File: src/rtl/vc_input_datapath_lock.sv
// Per-VC FWFT buffering with a selectable output arbiter and wormhole locking; RAVENOC_VC_CNT_EN adds vc_cnt_o.
// One cycle minimum input-to-output latency; fin_ready_o drops only when the addressed FIFO is full.
module vc_input_datapath_lock #(
    parameter int FLIT_WIDTH = 34,
    parameter int N_VIRT_CHN = 3,
    parameter int VC_DEPTH   = 4,
    parameter int ARB_MODE   = 0,
    parameter int VC_W       = $clog2(N_VIRT_CHN > 1 ? N_VIRT_CHN : 2)
) (
    input  logic                  clk,
    input  logic                  arst,
    input  logic [FLIT_WIDTH-1:0] fin_fdata_i,
    input  logic [VC_W-1:0]       fin_vc_id_i,
    input  logic                  fin_valid_i,
    output logic                  fin_ready_o,
    output logic [FLIT_WIDTH-1:0] fout_fdata_o,
    output logic [VC_W-1:0]       fout_vc_id_o,
    output logic                  fout_valid_o,
    input  logic                  fout_ready_i,
    output logic                  lock_o
`ifdef RAVENOC_VC_CNT_EN
    ,
    output logic [N_VIRT_CHN*($clog2(VC_DEPTH)+1)-1:0] vc_cnt_o
`endif
);

    localparam int PTR_W = $clog2(VC_DEPTH);
    localparam logic [PTR_W:0] PTR_ONE = (PTR_W+1)'(1);
    localparam logic [1:0] T_HEAD = 2'b00;
    localparam logic [1:0] T_BODY = 2'b01;
    localparam logic [1:0] T_TAIL = 2'b10;
    localparam logic [1:0] T_HT   = 2'b11;

    typedef enum logic {ST_UNLOCKED, ST_LOCKED} lock_state_t;

    logic [FLIT_WIDTH-1:0] mem    [N_VIRT_CHN][VC_DEPTH];
    logic [PTR_W:0]        wr_ptr [N_VIRT_CHN];
    logic [PTR_W:0]        rd_ptr [N_VIRT_CHN];

    logic [N_VIRT_CHN-1:0] empty, full, push, pop, elig;
    logic [VC_W-1:0]       arb_sel, sel, hold_vc, lock_vc, lock_vc_d, rr_ptr;
    logic [FLIT_WIDTH-1:0] head_dat;
    logic [1:0]            head_type;
    logic                  hold, xfer;
    lock_state_t           state, state_d;

    always_comb begin
        for (int i = 0; i < N_VIRT_CHN; i++) begin
            empty[i] = (wr_ptr[i] == rd_ptr[i]);
            full[i]  = (wr_ptr[i][PTR_W] != rd_ptr[i][PTR_W]) &&
                       (wr_ptr[i][PTR_W-1:0] == rd_ptr[i][PTR_W-1:0]);
        end
    end

    // Flits aimed at a VC that does not exist are accepted and discarded.
    always_comb begin
        fin_ready_o = 1'b1;
        push        = '0;
        for (int i = 0; i < N_VIRT_CHN; i++) begin
            if (fin_vc_id_i == VC_W'(i)) begin
                fin_ready_o = ~full[i];
                push[i]     = fin_valid_i & ~full[i];
            end
        end
    end

    always_comb begin
        for (int i = 0; i < N_VIRT_CHN; i++) begin
            elig[i] = ~empty[i] & ((state == ST_UNLOCKED) || (lock_vc == VC_W'(i)));
        end
    end

    always_comb begin
        arb_sel = '0;
        if (ARB_MODE == 1) begin
            for (int i = N_VIRT_CHN - 1; i >= 0; i--) begin
                if (elig[i]) arb_sel = VC_W'(i);
            end
        end else if (ARB_MODE == 2) begin
            // Lowest eligible overall, overridden by the lowest eligible at or after rr_ptr.
            for (int i = N_VIRT_CHN - 1; i >= 0; i--) begin
                if (elig[i]) arb_sel = VC_W'(i);
            end
            for (int i = N_VIRT_CHN - 1; i >= 0; i--) begin
                if (elig[i] && (VC_W'(i) >= rr_ptr)) arb_sel = VC_W'(i);
            end
        end else begin
            for (int i = 0; i < N_VIRT_CHN; i++) begin
                if (elig[i]) arb_sel = VC_W'(i);
            end
        end
    end

    always_comb begin
        sel      = hold ? hold_vc : arb_sel;
        head_dat = '0;
        for (int i = 0; i < N_VIRT_CHN; i++) begin
            if (sel == VC_W'(i)) head_dat = mem[i][rd_ptr[i][PTR_W-1:0]];
        end
        head_type    = head_dat[FLIT_WIDTH-1 -: 2];
        fout_valid_o = |elig;
        fout_fdata_o = fout_valid_o ? head_dat : '0;
        fout_vc_id_o = fout_valid_o ? sel : '0;
        xfer         = fout_valid_o & fout_ready_i;
        pop          = '0;
        for (int i = 0; i < N_VIRT_CHN; i++) begin
            pop[i] = xfer && (sel == VC_W'(i));
        end
    end

    always_comb begin
        state_d   = state;
        lock_vc_d = lock_vc;
        lock_o    = (state == ST_LOCKED);
        case (state)
            ST_UNLOCKED: begin
                if (xfer && head_type == T_HEAD) begin
                    state_d   = ST_LOCKED;
                    lock_vc_d = sel;
                end
            end
            ST_LOCKED: begin
                if (xfer && head_type == T_TAIL && sel == lock_vc) state_d = ST_UNLOCKED;
            end
            default: state_d = ST_UNLOCKED;
        endcase
    end

    always_ff @(posedge clk or negedge arst) begin
        if (!arst) begin
            state   <= ST_UNLOCKED;
            lock_vc <= '0;
            hold    <= 1'b0;
            hold_vc <= '0;
            rr_ptr  <= '0;
            for (int i = 0; i < N_VIRT_CHN; i++) begin
                wr_ptr[i] <= '0;
                rd_ptr[i] <= '0;
            end
        end else begin
            state   <= state_d;
            lock_vc <= lock_vc_d;
            hold    <= fout_valid_o & ~fout_ready_i;
            hold_vc <= sel;
            if (xfer && (head_type == T_TAIL || head_type == T_HT ||
                         (head_type == T_BODY && state == ST_UNLOCKED))) begin
                rr_ptr <= (sel == VC_W'(N_VIRT_CHN - 1)) ? '0 : sel + VC_W'(1);
            end
            for (int i = 0; i < N_VIRT_CHN; i++) begin
                if (push[i]) wr_ptr[i] <= wr_ptr[i] + PTR_ONE;
                if (pop[i])  rd_ptr[i] <= rd_ptr[i] + PTR_ONE;
            end
        end
    end

    always_ff @(posedge clk) begin
        for (int i = 0; i < N_VIRT_CHN; i++) begin
            if (push[i]) mem[i][wr_ptr[i][PTR_W-1:0]] <= fin_fdata_i;
        end
    end

`ifdef RAVENOC_VC_CNT_EN
    localparam int CNT_W = PTR_W + 1;
    localparam logic [CNT_W-1:0] CNT_ONE = CNT_W'(1);
    logic [CNT_W-1:0] cnt [N_VIRT_CHN];

    always_ff @(posedge clk or negedge arst) begin
        if (!arst) begin
            for (int i = 0; i < N_VIRT_CHN; i++) cnt[i] <= '0;
        end else begin
            for (int i = 0; i < N_VIRT_CHN; i++) begin
                if (push[i] && !pop[i])      cnt[i] <= cnt[i] + CNT_ONE;
                else if (!push[i] && pop[i]) cnt[i] <= cnt[i] - CNT_ONE;
            end
        end
    end

    always_comb begin
        vc_cnt_o = '0;
        for (int i = 0; i < N_VIRT_CHN; i++) vc_cnt_o[i*CNT_W +: CNT_W] = cnt[i];
    end
`endif

endmodule
File: config.mk
export PLATFORM = sky130hd
export DESIGN_NAME = vc_input_datapath_lock
export DESIGN_NICKNAME = d
export VERILOG_FILES = /design/src/rtl/vc_input_datapath_lock.sv
export SDC_FILE = /design/constraint.sdc
export NUM_CORES = 1
export LEC_CHECK = 0
export BUFFER_PORTS_ARGS = -buffer_cell sky130_fd_sc_hd__buf_2
export CAP_MARGIN = 40
export CORE_ASPECT_RATIO = 1.25
export CORE_MARGIN = 2
export CORE_UTILIZATION = 59
export DETAILED_ROUTE_END_ITERATION = 8
export GPL_ROUTABILITY_DRIVEN = 0
export GPL_TIMING_DRIVEN = 0
export PLACE_DENSITY_LB_ADDON = 0.05
export SETUP_SLACK_MARGIN = 0.5
export SYNTH_ARGS = -nofsm -noshare
export SYNTH_HDL_FRONTEND = slang
export SYNTH_SLANG_ARGS = --single-unit
export TNS_END_PERCENT = 100
File: constraint.sdc
create_clock -name clk -period 5.1 [get_ports clk]
set_clock_uncertainty 0.1 [all_clocks]
set_input_delay 0.765 -clock clk [delete_from_list [all_inputs] [get_ports clk]]
set_output_delay 0.765 -clock clk [all_outputs]
set_load 0.1 [all_outputs]
==> impl_results.rst <==
.. list-table::
   :header-rows: 1

   * - Metric
     - Value
   * - Length in cells of the worst reg-to-reg path
     - 8
   * - Count of antenna-violating nets left after detailed routing
     - 0
   * - Hold Path Class
     - input pin to asynchronous set/reset pin
   * - Number of logic stages on the critical path including buffering
     - 10
   * - Largest delay share family, worst path
     - buffers and inverters
   * - Starting DRT DRC Count
     - 788
   * - Number of setup violations in the final report
     - 0
   * - Slew margin rel.
     - 0.398
   * - Die area
     - 0.0302 mm2
   * - Overall Global Routing Usage
     - 0.262
   * - Pin count of the biggest net entering global routing
     - 27
   * - Vias after detailed routing
     - 8803
   * - Classification of the worst setup path
     - flip-flop to output pin
   * - Post-synthesis share of cell area spent on and, or, nand and nor gates
     - 0.0368
   * - Post-layout nets
     - 1063
   * - Total negative slack
     - 0 ns
   * - Total buffers and inverters traversed by the critical path
     - 5
   * - Crit path DAT
     - 3.54 ns
   * - Final routed wirelength across all metal layers
     - 38.1 mm
   * - Dominant cell type by count on the critical path
     - sky130_fd_sc_hd__buf_2
   * - CTS tree
     - yes
   * - Via-to-Cell Ratio
     - 6.31
   * - Final number of hold-violating endpoints
     - 0
   * - Status
     - complete, no violations
   * - Share of the cycle needed by the critical path after routing
     - 0.864
   * - Crit path required time
     - 4.24 ns
   * - Number of warnings issued by yosys
     - 0
   * - Adder-Cell Fraction of Synth Area
     - 0.0110
   * - Number of antenna violations at the first check in global routing
     - 1
   * - Via count of the first global-routing pass
     - 9376
   * - Count of maximum capacitance violations
     - 0
   * - Area added between synthesis and finish
     - 15.2%
   * - Share of cells above drive strength 1
     - 0.292
   * - Area used by sequential logic in the layout
     - 0.0129 mm2
   * - Drt first pass iters
     - 5
   * - Clock insertion delay at the later pin of the skew report
     - 0.53 ns
   * - GRT Residual Overflow
     - 0
   * - Number of buffers added on ports
     - 78
   * - Crit path largest cell delay
     - 0.44 ns
   * - Effective utilization at floorplan
     - 0.599
   * - Number of buffers added for setup after CTS
     - 0
   * - Routed wirelength normalized by instance count
     - 27.3 um
   * - DPL Wire Length
     - 23.8 mm
   * - EDFF count, synth
     - 408
   * - Dominant register cell in the synthesized netlist
     - sky130_fd_sc_hd__edfxtp_1
   * - Wire length of the first global-routing pass
     - 57.2 mm
   * - Crit path time final
     - 4.40 ns
   * - Fillers
     - 1827
   * - Async set-reset flop share out of synthesis
     - 0.0556
   * - Ports
     - 79
   * - Top cell types by occurrence after synthesis
     - sky130_fd_sc_hd__edfxtp_1 (408), sky130_fd_sc_hd__mux4_2 (102), sky130_fd_sc_hd__nand2_1 (73), sky130_fd_sc_hd__nor2_1 (41), sky130_fd_sc_hd__a21oi_1 (35)
   * - Number of remaining DRC errors
     - 0
   * - Number of buffers inserted by hold repair at cts
     - 0
   * - Die width
     - 156 um
   * - Leading cell types by total area after synthesis
     - sky130_fd_sc_hd__edfxtp_1 (72%), sky130_fd_sc_hd__mux4_2 (14%), sky130_fd_sc_hd__dfrtp_1 (3.5%), sky130_fd_sc_hd__nand2_1 (1.6%), sky130_fd_sc_hd__a31oi_1 (1.2%)
   * - Least-Margin Pin Slew
     - 0.903 ns
   * - Max Root-Sink Buffers
     - 3
   * - Clock edge transition at the registers on the reported setup and hold paths
     - 0.06 ns
   * - Number of synthesized register bits
     - 432
   * - Share of the synthesized area in the top cell type
     - 0.720
   * - Total standard cell area after synthesis
     - 0.0170 mm2
   * - Die height
     - 194 um
   * - Unrepaired setup endpoints after global routing
     - no
   * - Proportion of synthesized chip area in sequential cells
     - 0.756
   * - Area share of xor/xnor cells in the synthesized design
     - 0.0123
   * - Critical path endpoint category
     - output pin
   * - Pins Over Slew Limit
     - 0
   * - Compound-gate portion of the synthesized area
     - 0.0289
   * - Startpoint Class
     - flip-flop
   * - Standard cell core area
     - 0.0284 mm2
   * - Share of synthesized area spent on multiplexers
     - 0.140
   * - Sinks on Clock Net
     - 432
   * - Synthesized area divided by synthesized cell count
     - 19.7 um2
   * - Number of instances in the synthesized netlist
     - 864
   * - Main combinational cell family by area after synthesis
     - multiplexers
   * - Peak clock frequency supported by timing
     - 0.227 GHz
   * - CP Cell Sequence
     - buf_2 > xor2_1 > nor3_1 > o31ai_2 > buf_4 > buf_2 > buf_2 > a31oi_1 > nor2_1 > buf_2
   * - Critical path fanouts, max
     - 10
   * - Critical path's slowest cell
     - sky130_fd_sc_hd__buf_2
   * - Number of buffers inserted during clock tree synthesis
     - 41
   * - Area occupied by multi-input gates
     - 0.00391 mm2
   * - Number of H-tree branching levels
     - 2
   * - Post-synth net total
     - 919
   * - Clock Tree Root
     - sky130_fd_sc_hd__clkbuf_16
   * - Synth area leader
     - sky130_fd_sc_hd__edfxtp_1
   * - Most frequently used cell type in the post-synthesis netlist
     - sky130_fd_sc_hd__edfxtp_1
   * - Count of standard-cell rows
     - 69
   * - Number of library cell types mapped by synthesis
     - 45
-- layout by cell type (no fill, tap or decap), types with 3 or more instances in the layout --
cell	Yosys	routed
sky130_fd_sc_hd__a21oi_1	35	35
sky130_fd_sc_hd__a31oi_1	32	32
sky130_fd_sc_hd__and2_2	0	12
sky130_fd_sc_hd__buf_1	10	7
sky130_fd_sc_hd__buf_12	0	12
sky130_fd_sc_hd__buf_2	5	82
sky130_fd_sc_hd__buf_6	3	8
sky130_fd_sc_hd__buf_8	0	4
sky130_fd_sc_hd__bufinv_16	0	4
sky130_fd_sc_hd__clkbuf_1	29	31
sky130_fd_sc_hd__clkbuf_16	0	43
sky130_fd_sc_hd__clkbuf_2	0	12
sky130_fd_sc_hd__clkbuf_4	0	3
sky130_fd_sc_hd__clkinv_1	0	6
sky130_fd_sc_hd__clkinv_2	1	4
sky130_fd_sc_hd__dfrtp_1	24	24
sky130_fd_sc_hd__edfxtp_1	408	408
sky130_fd_sc_hd__ha_1	15	15
sky130_fd_sc_hd__inv_1	11	11
sky130_fd_sc_hd__mux2_2	3	3
sky130_fd_sc_hd__mux4_2	102	102
sky130_fd_sc_hd__nand2_1	73	73
sky130_fd_sc_hd__nand3_1	3	3
sky130_fd_sc_hd__nor2_1	41	41
sky130_fd_sc_hd__o21ai_0	6	6
sky130_fd_sc_hd__xnor2_1	10	10
sky130_fd_sc_hd__xor2_1	12	12
-- cells by family (layout without fill, tap and decap cells) --
family	Yosys count	count (layout)
XOR/XNOR	23	23
other	0	2
AND/OR/NAND/NOR	142	142
buffers and inverters	61	235
adder cells (fa/ha/maj)	15	15
AO/OA/AOI/OAI	82	82
multiplexers	109	109
flip-flops	432	432
-- cell type report --
cell class,count,share of cell area
plain buffers,48,0.0117
inverters,13,0.00256
repair buffers,101,0.0392
multi-input cells,371,0.199
clock buffers,57,0.0586
well taps,355,0.0227
flip-flops and latches,432,0.656
clock inverters,16,0.00933
diodes,2,0.000256
-- registers in the layout, indices dropped and copies added (netlist names) --
register  count
hold          1
hold_vc       2
lock_o        1
lock_vc       2
mem         408
rd_ptr        9
wr_ptr        9
-- per-stage QoR --
step / area [um2] / util / std cells / setup WS [ns] / hold slack (ns)
2_1_floorplan: 17000 / - / 864 / 0.582 / 0.360
3_3_place_gp: 17800 / 0.628 / 1297 / 0.549 / 0.374
3_5_place_dp: 18200 / 0.641 / 1319 / 0.699 / 0.383
4_1_cts: 19600 / 0.689 / 1392 / 0.523 / 0.119
5_1_grt: 19600 / 0.689 / 1394 / 0.502 / 0.149
6_report: 19600 / 0.690 / 1395 / 0.696 / 0.132
-- path summary, 6_finish.rpt --
path,slack [ns],endpoint,startpoint
setup reg to reg,2.14,mem[0][15]$_DFFE_PP_,rd_ptr[6]$_DFFE_PN0P_
hold / removal,0.13,rd_ptr[3]$_DFFE_PN0P_,arst
setup / recovery,0.70,fout_fdata_o[4],rd_ptr[4]$_DFFE_PN0P_
max in group asynchronous,4.39,rd_ptr[6]$_DFFE_PN0P_,arst
min in group clk,0.36,hold$_DFF_PN0_,fout_ready_i
hold reg to reg,0.39,wr_ptr[2]$_DFFE_PN0P_,wr_ptr[2]$_DFFE_PN0P_
-- timing repair --
| item | CTS | global route |
|---|---|---|
| gates resized for setup | 7 | 14 |
| endpoints found under the hold margin | 0 | 0 |
| endpoints found under the setup margin | 23 | 25 |
| pin swaps | 0 | 0 |
-- per-layer routing --
layer  GRT usage  share of wire  up-vias
li1            -              -     3756
met1       0.352           0.39     4629
met2       0.443           0.52      343
met3      0.0409          0.063       75
met4      0.0945          0.031        0
met5           0              0        -
Power is not shown: default switching activity piles up to over one toggle a cycle in this logic, so the estimate is an artifact.
